$ cat src/rtl/fifo_wr_arbiter.sv
// fifo_wr_arbiter: round-robin write arbiter in front of a single FIFO write port.
// Requesters may hold the port for locked bursts of up to MAX_BURST beats.
// Writes are only granted when the FIFO will accept them: not FULL, no RD this cycle.
// Optional build macro ARB_STATS_EN adds saturating per-requester transfer counters
// (STAT_XFER) and a stall-cycle counter (STAT_STALL).
module fifo_wr_arbiter #(
    parameter int unsigned N_REQ     = 4,
    parameter int unsigned DATA_W    = 32,
    parameter int unsigned MAX_BURST = 4
) (
    input  logic                    Clk,
    input  logic                    Rst,
    input  logic                    EN,
    input  logic [N_REQ-1:0]        REQ,
    input  logic [N_REQ-1:0]        LAST,
    input  logic [N_REQ*DATA_W-1:0] DATA,
    output logic [N_REQ-1:0]        GNT,
    input  logic                    FIFO_FULL,
    input  logic                    FIFO_RD,
    output logic                    FIFO_WR,
    output logic [DATA_W-1:0]       FIFO_DATA,
    output logic [2:0]              OWNER,
`ifdef ARB_STATS_EN
    output logic [N_REQ*16-1:0]     STAT_XFER,
    output logic [15:0]             STAT_STALL,
`endif
    output logic                    BUSY
);

    localparam logic ST_IDLE  = 1'b0;
    localparam logic ST_BURST = 1'b1;

    logic       state_q, state_d;
    logic [2:0] rr_q, rr_d;
    logic [2:0] owner_q, owner_d;
    logic [2:0] beat_q, beat_d;

    logic       writable;
    logic [7:0] req_pad;
    logic [7:0] last_pad;
    logic       win_found;
    logic [2:0] win_idx;
    logic [3:0] cand;
    logic       grant_any;
    logic [2:0] sel_idx;
    logic       burst_end;

    // FIFO drops WR when FULL or when RD is serviced the same cycle.
    assign writable = EN & ~Rst & ~FIFO_FULL & ~FIFO_RD;
    // Pad to 8 so a 3-bit index is always in range.
    assign req_pad  = 8'(REQ);
    assign last_pad = 8'(LAST);

    // Round-robin search starting just after the last served requester.
    always_comb begin
        win_found = 1'b0;
        win_idx   = '0;
        cand      = '0;
        for (int k = 1; k <= int'(N_REQ); k++) begin
            cand = {1'b0, rr_q} + 4'(k);
            if (cand >= 4'(N_REQ)) cand = cand - 4'(N_REQ);
            if (!win_found && req_pad[cand[2:0]]) begin
                win_found = 1'b1;
                win_idx   = cand[2:0];
            end
        end
    end

    // Grant decode and zero-latency data mux towards the FIFO.
    always_comb begin
        if (state_q == ST_IDLE) begin
            sel_idx   = win_idx;
            grant_any = win_found & writable;
        end else begin
            sel_idx   = owner_q;
            grant_any = writable & req_pad[owner_q];
        end
        GNT       = '0;
        FIFO_DATA = '0;
        for (int i = 0; i < int'(N_REQ); i++) begin
            GNT[i] = grant_any && (sel_idx == 3'(i));
            if (GNT[i]) FIFO_DATA = DATA[i*DATA_W +: DATA_W];
        end
        FIFO_WR = |(REQ & GNT);
    end

    // Next-state: burst entry, beat counting, release and abandon.
    always_comb begin
        state_d   = state_q;
        rr_d      = rr_q;
        owner_d   = owner_q;
        beat_d    = beat_q;
        burst_end = ({1'b0, beat_q} + 4'd1) == 4'(MAX_BURST);
        if (EN) begin
            if (state_q == ST_IDLE) begin
                if (grant_any) begin
                    if (last_pad[win_idx] || (MAX_BURST == 1)) begin
                        rr_d = win_idx;
                    end else begin
                        state_d = ST_BURST;
                        owner_d = win_idx;
                        beat_d  = 3'd1;
                    end
                end
            end else begin
                if (!req_pad[owner_q]) begin
                    // Owner withdrew: drop the lock without a transfer.
                    state_d = ST_IDLE;
                    rr_d    = owner_q;
                    beat_d  = '0;
                end else if (grant_any) begin
                    if (last_pad[owner_q] || burst_end) begin
                        state_d = ST_IDLE;
                        rr_d    = owner_q;
                        beat_d  = '0;
                    end else begin
                        beat_d = beat_q + 3'd1;
                    end
                end
            end
        end
    end

    // State registers with synchronous reset.
    always_ff @(posedge Clk) begin
        if (Rst) begin
            state_q <= ST_IDLE;
            rr_q    <= 3'(N_REQ - 1);
            owner_q <= '0;
            beat_q  <= '0;
        end else begin
            state_q <= state_d;
            rr_q    <= rr_d;
            owner_q <= owner_d;
            beat_q  <= beat_d;
        end
    end

    assign OWNER = owner_q;
    assign BUSY  = (state_q == ST_BURST);

`ifdef ARB_STATS_EN
    logic [N_REQ-1:0][15:0] xfer_cnt_q;
    logic [15:0]            stall_cnt_q;

    // Saturating transfer and stall counters.
    always_ff @(posedge Clk) begin
        if (Rst) begin
            xfer_cnt_q  <= '0;
            stall_cnt_q <= '0;
        end else begin
            for (int i = 0; i < int'(N_REQ); i++) begin
                if (REQ[i] && GNT[i] && (xfer_cnt_q[i] != 16'hFFFF)) begin
                    xfer_cnt_q[i] <= xfer_cnt_q[i] + 16'd1;
                end
            end
            if (EN && (|REQ) && !writable && (stall_cnt_q != 16'hFFFF)) begin
                stall_cnt_q <= stall_cnt_q + 16'd1;
            end
        end
    end

    assign STAT_XFER  = xfer_cnt_q;
    assign STAT_STALL = stall_cnt_q;
`endif

endmodule

$ cat config.mk
export PLATFORM = sky130hd
export DESIGN_NAME = fifo_wr_arbiter
export DESIGN_NICKNAME = d
export VERILOG_FILES = /design/src/rtl/fifo_wr_arbiter.sv
export SDC_FILE = /design/constraint.sdc
export NUM_CORES = 1
export LEC_CHECK = 0
export ABC_AREA = 1
export BUFFER_PORTS_ARGS = -buffer_cell sky130_fd_sc_hd__buf_2
export CAP_MARGIN = 20
export CORE_MARGIN = 10
export CORE_UTILIZATION = 40
export DETAILED_ROUTE_END_ITERATION = 8
export PLACE_DENSITY = 0.86
export SLEW_MARGIN = 20
export SYNTH_ARGS = -nofsm -noshare
export SYNTH_HDL_FRONTEND = slang
export SYNTH_SLANG_ARGS = --single-unit
$ cat constraint.sdc
create_clock -name Clk -period 8.55 [get_ports Clk]
set_input_delay 1.71 -clock Clk [delete_from_list [all_inputs] [get_ports Clk]]
set_output_delay 1.71 -clock Clk [all_outputs]
set_load 0.005 [all_outputs]
==> results.toml, run 1 <==
[critical_path]
r2r_cells = 13
reg2reg_to = "rr_q[1]$_SDFFE_PP1P_"
cp.required_ns = 6.84
r2r_start = "rr_q[0]$_SDFFE_PP1P_"
worst_path_max_delay_cell = "nor2_4"
path_cells = "buf_2, nand2_1, nand3_1, nand3_4, a21oi_1, nand2_2, nand2_2, o21ai_4, nor2_4, inv_2, nor2_4, nand2_1, nand2_1, nand2_1, buf_2"
cpMostUsedCell = "nand2_1"
cp.arrival_ns = 4.45
worst-path-buf-inv = 3
worstPathMaxFanout = 33
startpoint_type = "primary input"
endpoint_kind = "output port"
worstSetupPathType = "in2out"
max_stage_delay_ns = 0.67
crit_family = "simple AND/OR/NAND/NOR gates"
r2r_slack_ns = 5.88

[power]
leakagePower_nw = 2.09
ir_drop_mv = 0.133
power.density_nw_per_um2 = 83.6

[layout]
drive_gt1_share_pct = 36.7
area_delta_synth_final_pct = 41.2
n_antenna_cell = 0
fin_nets = 764

[clock_network]
clkTransAtPathRegs_ns = 0.05
post-cts-setup-buffers = 0
clk_latency_ns = 0.24
ctsHoldBuffers = 0
root_buffer = "clkbuf_8"
h-tree-depth = 1
clockBufferDepth = 2
cts.repair.resized = 0
cts.sinks = 10
cts_tree = "done"
cts_inserted_buffers = 3

[floorplanning]
boundaryPins = 182
start_util_pct = 41.1
coreArea_um2 = 5470
rows = 27
die_w_um = 95.0
die_h_um = 95.0
fp.dieArea_um2 = 9020

[synthesis]
syn_avg_cell_area_um2 = 4.99
synthCells = 450
synth_cell_types = 28
yosysSeqAreaShare_pct = 8.91
netlist_area_um2 = 2250
ys_ff_latch = 10
yosys_warnings = 0
syn-num-nets = 595

[timing]
setup_ws_ns = 2.39
tightest_slew_ns = 0.857
hold_violations = 0
maxSlewHeadroom_pct = 42.8
skew_ns = 0.00373
fin_hold_ws_ns = 0.515
rsz0062_at_grt = "no"
clock.fmax_mhz = 162
min_period_over_period_pct = 72.1
setup_tns_ns = 0
setup_viol_count_final = 0
slew_viol_final = 0
post-route-min-period_ns = 6.16

[detailed_routing]
dr.pass1.iters = 4
first_iter_violations = 177
routed_via_density = 4.73
postRouteWirelength_um = 9270
drtAntennaViolNets = 0
wl_per_cell_um = 13.4
via_count = 3265
post-route-drc-count = 0

[placed_design]
place.gp.congestion = 0.974
portBuffers = 181
post-place-ws_ns = 2.38
hpwl_um = 7810

[worst_hold_path]
min_from = "OWNER[2]$_SDFFE_PP0P_"
hold_class = "reg2reg"
hold_depth = 2
hold_end = "OWNER[2]$_SDFFE_PP0P_"

[status]
status = "complete, no violations"

[global_route]
grt_first_pass_wirelength_um = 14100
globalRouteOverflowTotal = 0
grt_antenna_before_repair = 0
grt_pass1_vias = 3001
grtUsageTotal_pct = 18.4
grt_start_max_net_pins = 37

[job]
cap_violations = 0
[layout make-up]
class | instances | area, um^2
fill | 582 | 2300
multi-input combinational | 360 | 1680
timing repair buffer | 181 | 906
inverter | 63 | 241
sequential | 10 | 200
tap | 72 | 90.1
clock buffer | 4 | 55.1
[tightest hold or removal path: stages (launching register included)]
cell     delay [ns]
dfxtp_1        0.34
nand3_1        0.09
inv_1          0.04
[registers in the layout, summed over array words and instances, names as in the netlist]
register,cells
BUSY,1
beat_q,3
OWNER,3
rr_q,3
[cells in the final DEF (no fill, tap or decap), drive strengths merged]
| cell type | Yosys | routed |
|---|---|---|
| buf | 11 | 181 |
| o21ai | 40 | 40 |
| o311ai | 1 | 1 |
| clkbuf | 6 | 4 |
| nand2 | 241 | 241 |
| nand3 | 32 | 32 |
| a31oi | 1 | 1 |
| ha | 4 | 4 |
| nor4 | 1 | 1 |
| a21oi | 9 | 9 |
| xnor2 | 1 | 1 |
| dfxtp | 10 | 10 |
| clkinv | 2 | 2 |
| inv | 61 | 61 |
| nor2 | 26 | 26 |
| nand4 | 4 | 4 |
[power breakdown]
part	switching [mW]	internal, mW
logic	0.0941	0.0590
registers	0.00430	0.0491
clock network	0.0184	0.0405
[stage by stage]
stage               utilization [%]  cells  area (um^2)  power, mW
finish                         58.0    690         3170      0.265
global route                   58.0    690         3170      0.289
CTS                            58.0    690         3170      0.267
detailed placement             57.0    686         3120      0.206
global placement               57.0    686         3120      0.202
floorplan                         -    450         2250      0.150
[how the worst max path moves through the flow]
stage,from,endpoint,slack (ns),depth (start not counted)
final,REQ[0],FIFO_DATA[27],2.39,15
after global routing,REQ[0],FIFO_DATA[5],2.00,15
after CTS,REQ[3],FIFO_DATA[19],2.38,16
after detailed placement,REQ[3],FIFO_DATA[19],2.38,16
after global placement,REQ[0],FIFO_DATA[19],2.50,15
after floorplan,REQ[2],FIFO_DATA[10],3.69,16
[logic make-up after synthesis]
| kind of cell | count (synthesis) | synth area share (%) |
|---|---|---|
| AO/OA/AOI/OAI | 51 | 12.6 |
| XOR/XNOR | 1 | 0.390 |
| adder cells (fa/ha/maj) | 4 | 2.23 |
| buffers and inverters | 80 | 16.3 |
| flip-flops | 10 | 8.91 |
| AND/OR/NAND/NOR | 304 | 59.6 |
[synthesized netlist by cell type (all sizes together)]
| library cell | count | area, um^2 |
|---|---|---|
| a21oi | 9 | 45.0 |
| a31oi | 1 | 6.26 |
| buf | 11 | 103 |
| clkbuf | 6 | 22.5 |
| clkinv | 2 | 7.51 |
| dfxtp | 10 | 200 |
| ha | 4 | 50.1 |
| inv | 61 | 234 |
| nand2 | 241 | 967 |
| nand3 | 32 | 193 |
| nand4 | 4 | 40.0 |
| nor2 | 26 | 133 |
| nor4 | 1 | 6.26 |
| o21ai | 40 | 223 |
| o311ai | 1 | 8.76 |
| xnor2 | 1 | 8.76 |
[layer usage]
metal  vias to the layer above  global-route usage [%]  wire length [um]
met1                      1426                    22.7              3740
met3                         6                    3.41               807
met4                         0                    2.00                41
met5                         -                       0                 0
li1                       1709                       -                 -
met2                       124                    33.1              4680
(Power assumes the default switching activity.)
==> inputs of run 2 (changes only) <==
==> constraint.sdc (replaced) <==
create_clock -name Clk -period 6.1 [get_ports Clk]
set_input_delay 1.22 -clock Clk [delete_from_list [all_inputs] [get_ports Clk]]
set_output_delay 1.22 -clock Clk [all_outputs]
set_load 0.005 [all_outputs]
==> run 2 against run 1 <==
Die area stayed put. Total power is 35% higher. Sequential power is 40% higher. Flip-flop and latch count stayed put. Core utilization is 0.11 points lower. Register-to-register slack worse by 2.5 ns. Non-clock buffer count is 1 higher. Routed wire length is 1.1% higher. Sequential share of layout area hardly changed. First-iteration DRC count is 6.8% higher. Critical path type unchanged. Critical endpoint is now FIFO_DATA[26]. Largest cell class unchanged. Highest routed layer unchanged.
==> results.toml, run 2 (same netlist as run 1, synthesis figures left out) <==
[clock_network]
cts.sinks = 10
cts_inserted_buffers = 3
clk_latency_ns = 0.23
ctsHoldBuffers = 0
cts_tree = "done"
clkTransAtPathRegs_ns = 0.05
cts.repair.resized = 0
post-cts-setup-buffers = 0
h-tree-depth = 1
clockBufferDepth = 2
root_buffer = "clkbuf_8"

[layout]
drive_gt1_share_pct = 36.7
multi_input_area_um2 = 1680
register_area_um2 = 200
n_antenna_cell = 0
utilization_pct = 57.9
final_cell_mix = "218 x nand2_1, 181 x buf_2, 56 x inv_1, 38 x o21ai_0, 27 x nand3_1"
fin_nets = 765
area_delta_synth_final_pct = 40.9
layout.cells.non_filler = 690
final_area_um2 = 3170
mostFrequentLayoutCell = "nand2_1"
fillers = 585

[timing]
setup_tns_ns = 0
hold_violations = 0
clock.fmax_mhz = 192
rsz0062_at_grt = "no"
tightest_slew_ns = 0.851
skew_ns = 0.00276
fin_hold_ws_ns = 0.510
setup_ws_ns = 0.905
setup_viol_count_final = 0
maxSlewHeadroom_pct = 43.2
post-route-min-period_ns = 5.20
slew_viol_final = 0
min_period_over_period_pct = 85.2

[critical_path]
worst_path_max_delay_cell = "nor2_4"
startpoint_type = "primary input"
r2r_start = "rr_q[0]$_SDFFE_PP1P_"
max_stage_delay_ns = 0.71
cp.arrival_ns = 3.98
crit_start = "REQ[0]"
endpoint_kind = "output port"
path_cells = "buf_2, nand2_1, nand3_1, nand3_4, nand2_1, nand2_1, nand2_1, nand2_1, nor2_2, o21ai_4, inv_2, nor2_4, nand2_1, nand2_1, nand2_1, buf_2"
cpMostUsedCell = "nand2_1"
cp.required_ns = 4.88
reg2reg_to = "rr_q[1]$_SDFFE_PP1P_"
worstSetupPathType = "in2out"
r2r_cells = 13
worstPathMaxFanout = 36
r2r_slack_ns = 3.41

[status]
status = "complete, no violations"

[global_route]
grtUsageTotal_pct = 18.1
grt_pass1_vias = 2921
grt_antenna_before_repair = 0
grt_first_pass_wirelength_um = 13800
globalRouteOverflowTotal = 0
grt_start_max_net_pins = 37

[job]
cap_violations = 0

[power]
power.density_nw_per_um2 = 113
leakagePower_nw = 2.09
power.total_mw = 0.357
ir_drop_mv = 0.142

[placed_design]
portBuffers = 181
post-place-ws_ns = 0.897
place.gp.congestion = 0.999
dp.cells = 687
hpwl_um = 7850
postPlaceCellArea_um2 = 3130

[worst_hold_path]
hold_depth = 2
hold_end = "beat_q[0]$_SDFFE_PP0P_"
hold_class = "reg2reg"
min_from = "beat_q[0]$_SDFFE_PP0P_"

[detailed_routing]
routed_via_density = 4.80
postRouteWirelength_um = 9370
wl_per_cell_um = 13.6
first_iter_violations = 189
post-route-drc-count = 0
dr.pass1.iters = 5
via_count = 3311
drtAntennaViolNets = 0

[floorplanning]
die_h_um = 95.0
rows = 27
start_util_pct = 41.1
boundaryPins = 182
die_w_um = 95.0
fp.dieArea_um2 = 9020
coreArea_um2 = 5470
run 2: cell types whose count changed in the layout (fill, tap and decap cells not counted), sizes merged:
cell,delta
clkbuf,-1
buf,+1
run 2: layout make-up:
| cell class | count | share of cell area (%) |
|---|---|---|
| multi-input cells | 360 | 53.1 |
| repair buffers | 182 | 28.8 |
| inverters | 63 | 7.63 |
| flip-flops and latches | 10 | 6.32 |
| well taps | 72 | 2.84 |
| clock buffers | 3 | 1.30 |
run 2: worst max path at each step:
stage / to / depth (start not counted)
2_1_floorplan: FIFO_DATA[10] / 16
3_3_place_gp: FIFO_DATA[20] / 16
3_5_place_dp: FIFO_DATA[26] / 16
4_1_cts: FIFO_DATA[26] / 16
5_1_grt: FIFO_DATA[27] / 16
6_report: FIFO_DATA[26] / 16
run 2: power by group:
group          internal (mW)  leakage, nW  switching [mW]
Combinational         0.0830         1.99           0.131
Sequential            0.0688       0.0810         0.00592
Clock                 0.0432       0.0216          0.0251
run 2: critical path, delay by kind of cell:
| kind | cells | cell delay (ns) |
|---|---|---|
| buf+inv | 3 | 0.39 |
| simple gates | 12 | 1.73 |
| compound gates | 1 | 0.62 |
run 2: metal layers:
| metal | vias to the layer above | part of all wire [%] | wire [um] | GRT usage [%] |
|---|---|---|---|---|
| met5 | - | 0 | 0 | 0 |
| met1 | 1419 | 39 | 3650 | 22.4 |
| met2 | 164 | 50 | 4670 | 32.0 |
| met3 | 21 | 10 | 936 | 3.41 |
| li1 | 1707 | - | - | - |
| met4 | 0 | 1.2 | 116 | 3.24 |
==> inputs of run 3 (changes only) <==
==> constraint.sdc (replaced) <==
create_clock -name Clk -period 5.15 [get_ports Clk]
set_input_delay 1.03 -clock Clk [delete_from_list [all_inputs] [get_ports Clk]]
set_output_delay 1.03 -clock Clk [all_outputs]
set_load 0.005 [all_outputs]
==> run 3 against run 2 <==
Sequential power rose by 19%. Routed wire length rose by 1.5%. Worst hold slack improved by 0.0095 ns. Register-to-register slack got worse by 0.88 ns. First-iteration DRC count rose by 4.2%. Clock power rose by 46%. Die area did not move. Critical path type is now reg2out. Critical endpoint is now FIFO_DATA[29]. Largest cell class unchanged. Highest routed layer unchanged.
==> results.toml, run 3 (same netlist as run 1, synthesis figures left out) <==
[timing]
maxSlewHeadroom_pct = 49.6
rsz0062_at_grt = "no"
clock.fmax_mhz = 228
setup_tns_ns = 0
hold_violations = 0
min_period_over_period_pct = 85.1
setup_viol_count_final = 0
tightest_slew_ns = 0.754
skew_ns = 0.00339
post-route-min-period_ns = 4.38
slew_viol_final = 0
fin_hold_ws_ns = 0.520

[placed_design]
hpwl_um = 8060
place.gp.congestion = 0.949
postPlaceCellArea_um2 = 3160
portBuffers = 181

[power]
p_comb_share_pct = 58.1
p_sw_share_pct = 44.1
p_sw_mw = 0.198
power.total_mw = 0.449
internal-power_mw = 0.251
p_clk_share_pct = 22.2
sequentialPowerShare_pct = 19.7
power.density_nw_per_um2 = 140
leakagePower_nw = 2.12
ir_drop_mv = 0.172

[critical_path]
endpoint_kind = "output port"
r2r_slack_ns = 2.53
max_stage_delay_ns = 0.59
cp.arrival_ns = 3.35
cp.required_ns = 4.12
worst_path_max_delay_cell = "nor2_4"
worst-path-buf-inv = 4
path_cells = "inv_6, ha_1, inv_1, nand3_1, nand3_4, nand2_1, nand2_1, nand2_1, nand2_1, nor2_2, o21ai_4, inv_2, nor2_4, nand2_1, nand2_1, buf_2"
worstSetupPathType = "reg2out"
startpoint_type = "flip-flop"
worstPathMaxFanout = 33
crit_family = "simple AND/OR/NAND/NOR gates"
cpMostUsedCell = "nand2_1"

[floorplanning]
die_w_um = 95.0
coreArea_um2 = 5470
fp.dieArea_um2 = 9020
start_util_pct = 41.1
die_h_um = 95.0
boundaryPins = 182
rows = 27

[clock_network]
cts.sinks = 10
cts_inserted_buffers = 3
ctsHoldBuffers = 0
h-tree-depth = 1
clkTransAtPathRegs_ns = 0.05
post-cts-setup-buffers = 0
root_buffer = "clkbuf_8"
clockBufferDepth = 2
cts_tree = "done"
clk_latency_ns = 0.24
cts.repair.resized = 0

[detailed_routing]
postRouteWirelength_um = 9520
via_count = 3291
drtAntennaViolNets = 0
dr.pass1.iters = 5
routed_via_density = 4.74
first_iter_violations = 197
post-route-drc-count = 0
wl_per_cell_um = 13.7

[global_route]
grt_start_max_net_pins = 34
globalRouteOverflowTotal = 0
grt_pass1_vias = 3010
grt_first_pass_wirelength_um = 14100
grtUsageTotal_pct = 18.6
grt_antenna_before_repair = 0

[layout]
final_cell_mix = "218 x nand2_1, 181 x buf_2, 56 x inv_1, 38 x o21ai_0, 27 x nand3_1"
area_delta_synth_final_pct = 42.9
drive_gt1_share_pct = 37.2
n_antenna_cell = 0
final_area_um2 = 3210
fin_nets = 769
mostFrequentLayoutCell = "nand2_1"

[worst_hold_path]
hold_class = "reg2reg"

[job]
cap_violations = 0

[status]
status = "complete, no violations"
run 3: changes by cell type in the layout (fill, tap and decap cells not counted):
| cell | before | now |
|---|---|---|
| buf_4 | 1 | 5 |
| clkbuf_8 | 3 | 4 |
run 3: metal layers:
metal / global-route usage, % / up-vias / wire (um)
li1: - / 1719 / -
met1: 21.9 / 1413 / 3650
met2: 34.0 / 146 / 4840
met3: 3.25 / 13 / 910
met4: 3.99 / 0 / 109
met5: 0 / - / 0
run 3: area by class of cell:
type | instances | area [um^2]
Tap cell | 72 | 90.1
Clock buffer | 4 | 55.1
Fill cell | 573 | 2260
Timing Repair Buffer | 186 | 943
Sequential cell | 10 | 200
Multi-Input combinational cell | 360 | 1680
Inverter | 63 | 241
run 3: worst paths after layout:
kind,from,end,cells past startpoint
min reg2reg,OWNER[2]$_SDFFE_PP0P_,OWNER[2]$_SDFFE_PP0P_,2
max,rr_q[0]$_SDFFE_PP1P_,FIFO_DATA[29],16
min,OWNER[2]$_SDFFE_PP0P_,OWNER[2]$_SDFFE_PP0P_,2
max reg2reg,rr_q[0]$_SDFFE_PP1P_,OWNER[1]$_SDFFE_PP0P_,14
run 3: power by group through the flow:
stage          Sequential (mW)  Clock, mW  Combinational, mW
6_report                0.0887     0.0995              0.261
5_1_grt                 0.0895      0.104              0.293
4_1_cts                 0.0884      0.102              0.261
3_5_place_dp            0.0898          0              0.260
3_3_place_gp            0.0897          0              0.254
2_1_floorplan           0.0866          0              0.162
run 3: worst reg2reg max path, cell delays in order (launching register included):
cell      delay (ns)
dfxtp_1         0.55
inv_6           0.08
ha_1            0.36
inv_1           0.13
nand3_1         0.11
nand3_2         0.12
clkinv_1        0.10
nand2_1         0.08
nand3_2         0.11
nand2_2         0.18
nand2_1         0.08
nand3_1         0.10
nand4_1         0.27
nor2_1          0.17
nor2_1          0.06
run 3: through the flow:
stage,utilization [%],instances,setup slack [ns]
global placement,57.7,691,0.979
finish,58.7,695,0.769
floorplan,-,450,1.65
detailed placement,57.7,691,0.816
CTS,58.7,695,0.727
global route,58.7,695,0.386
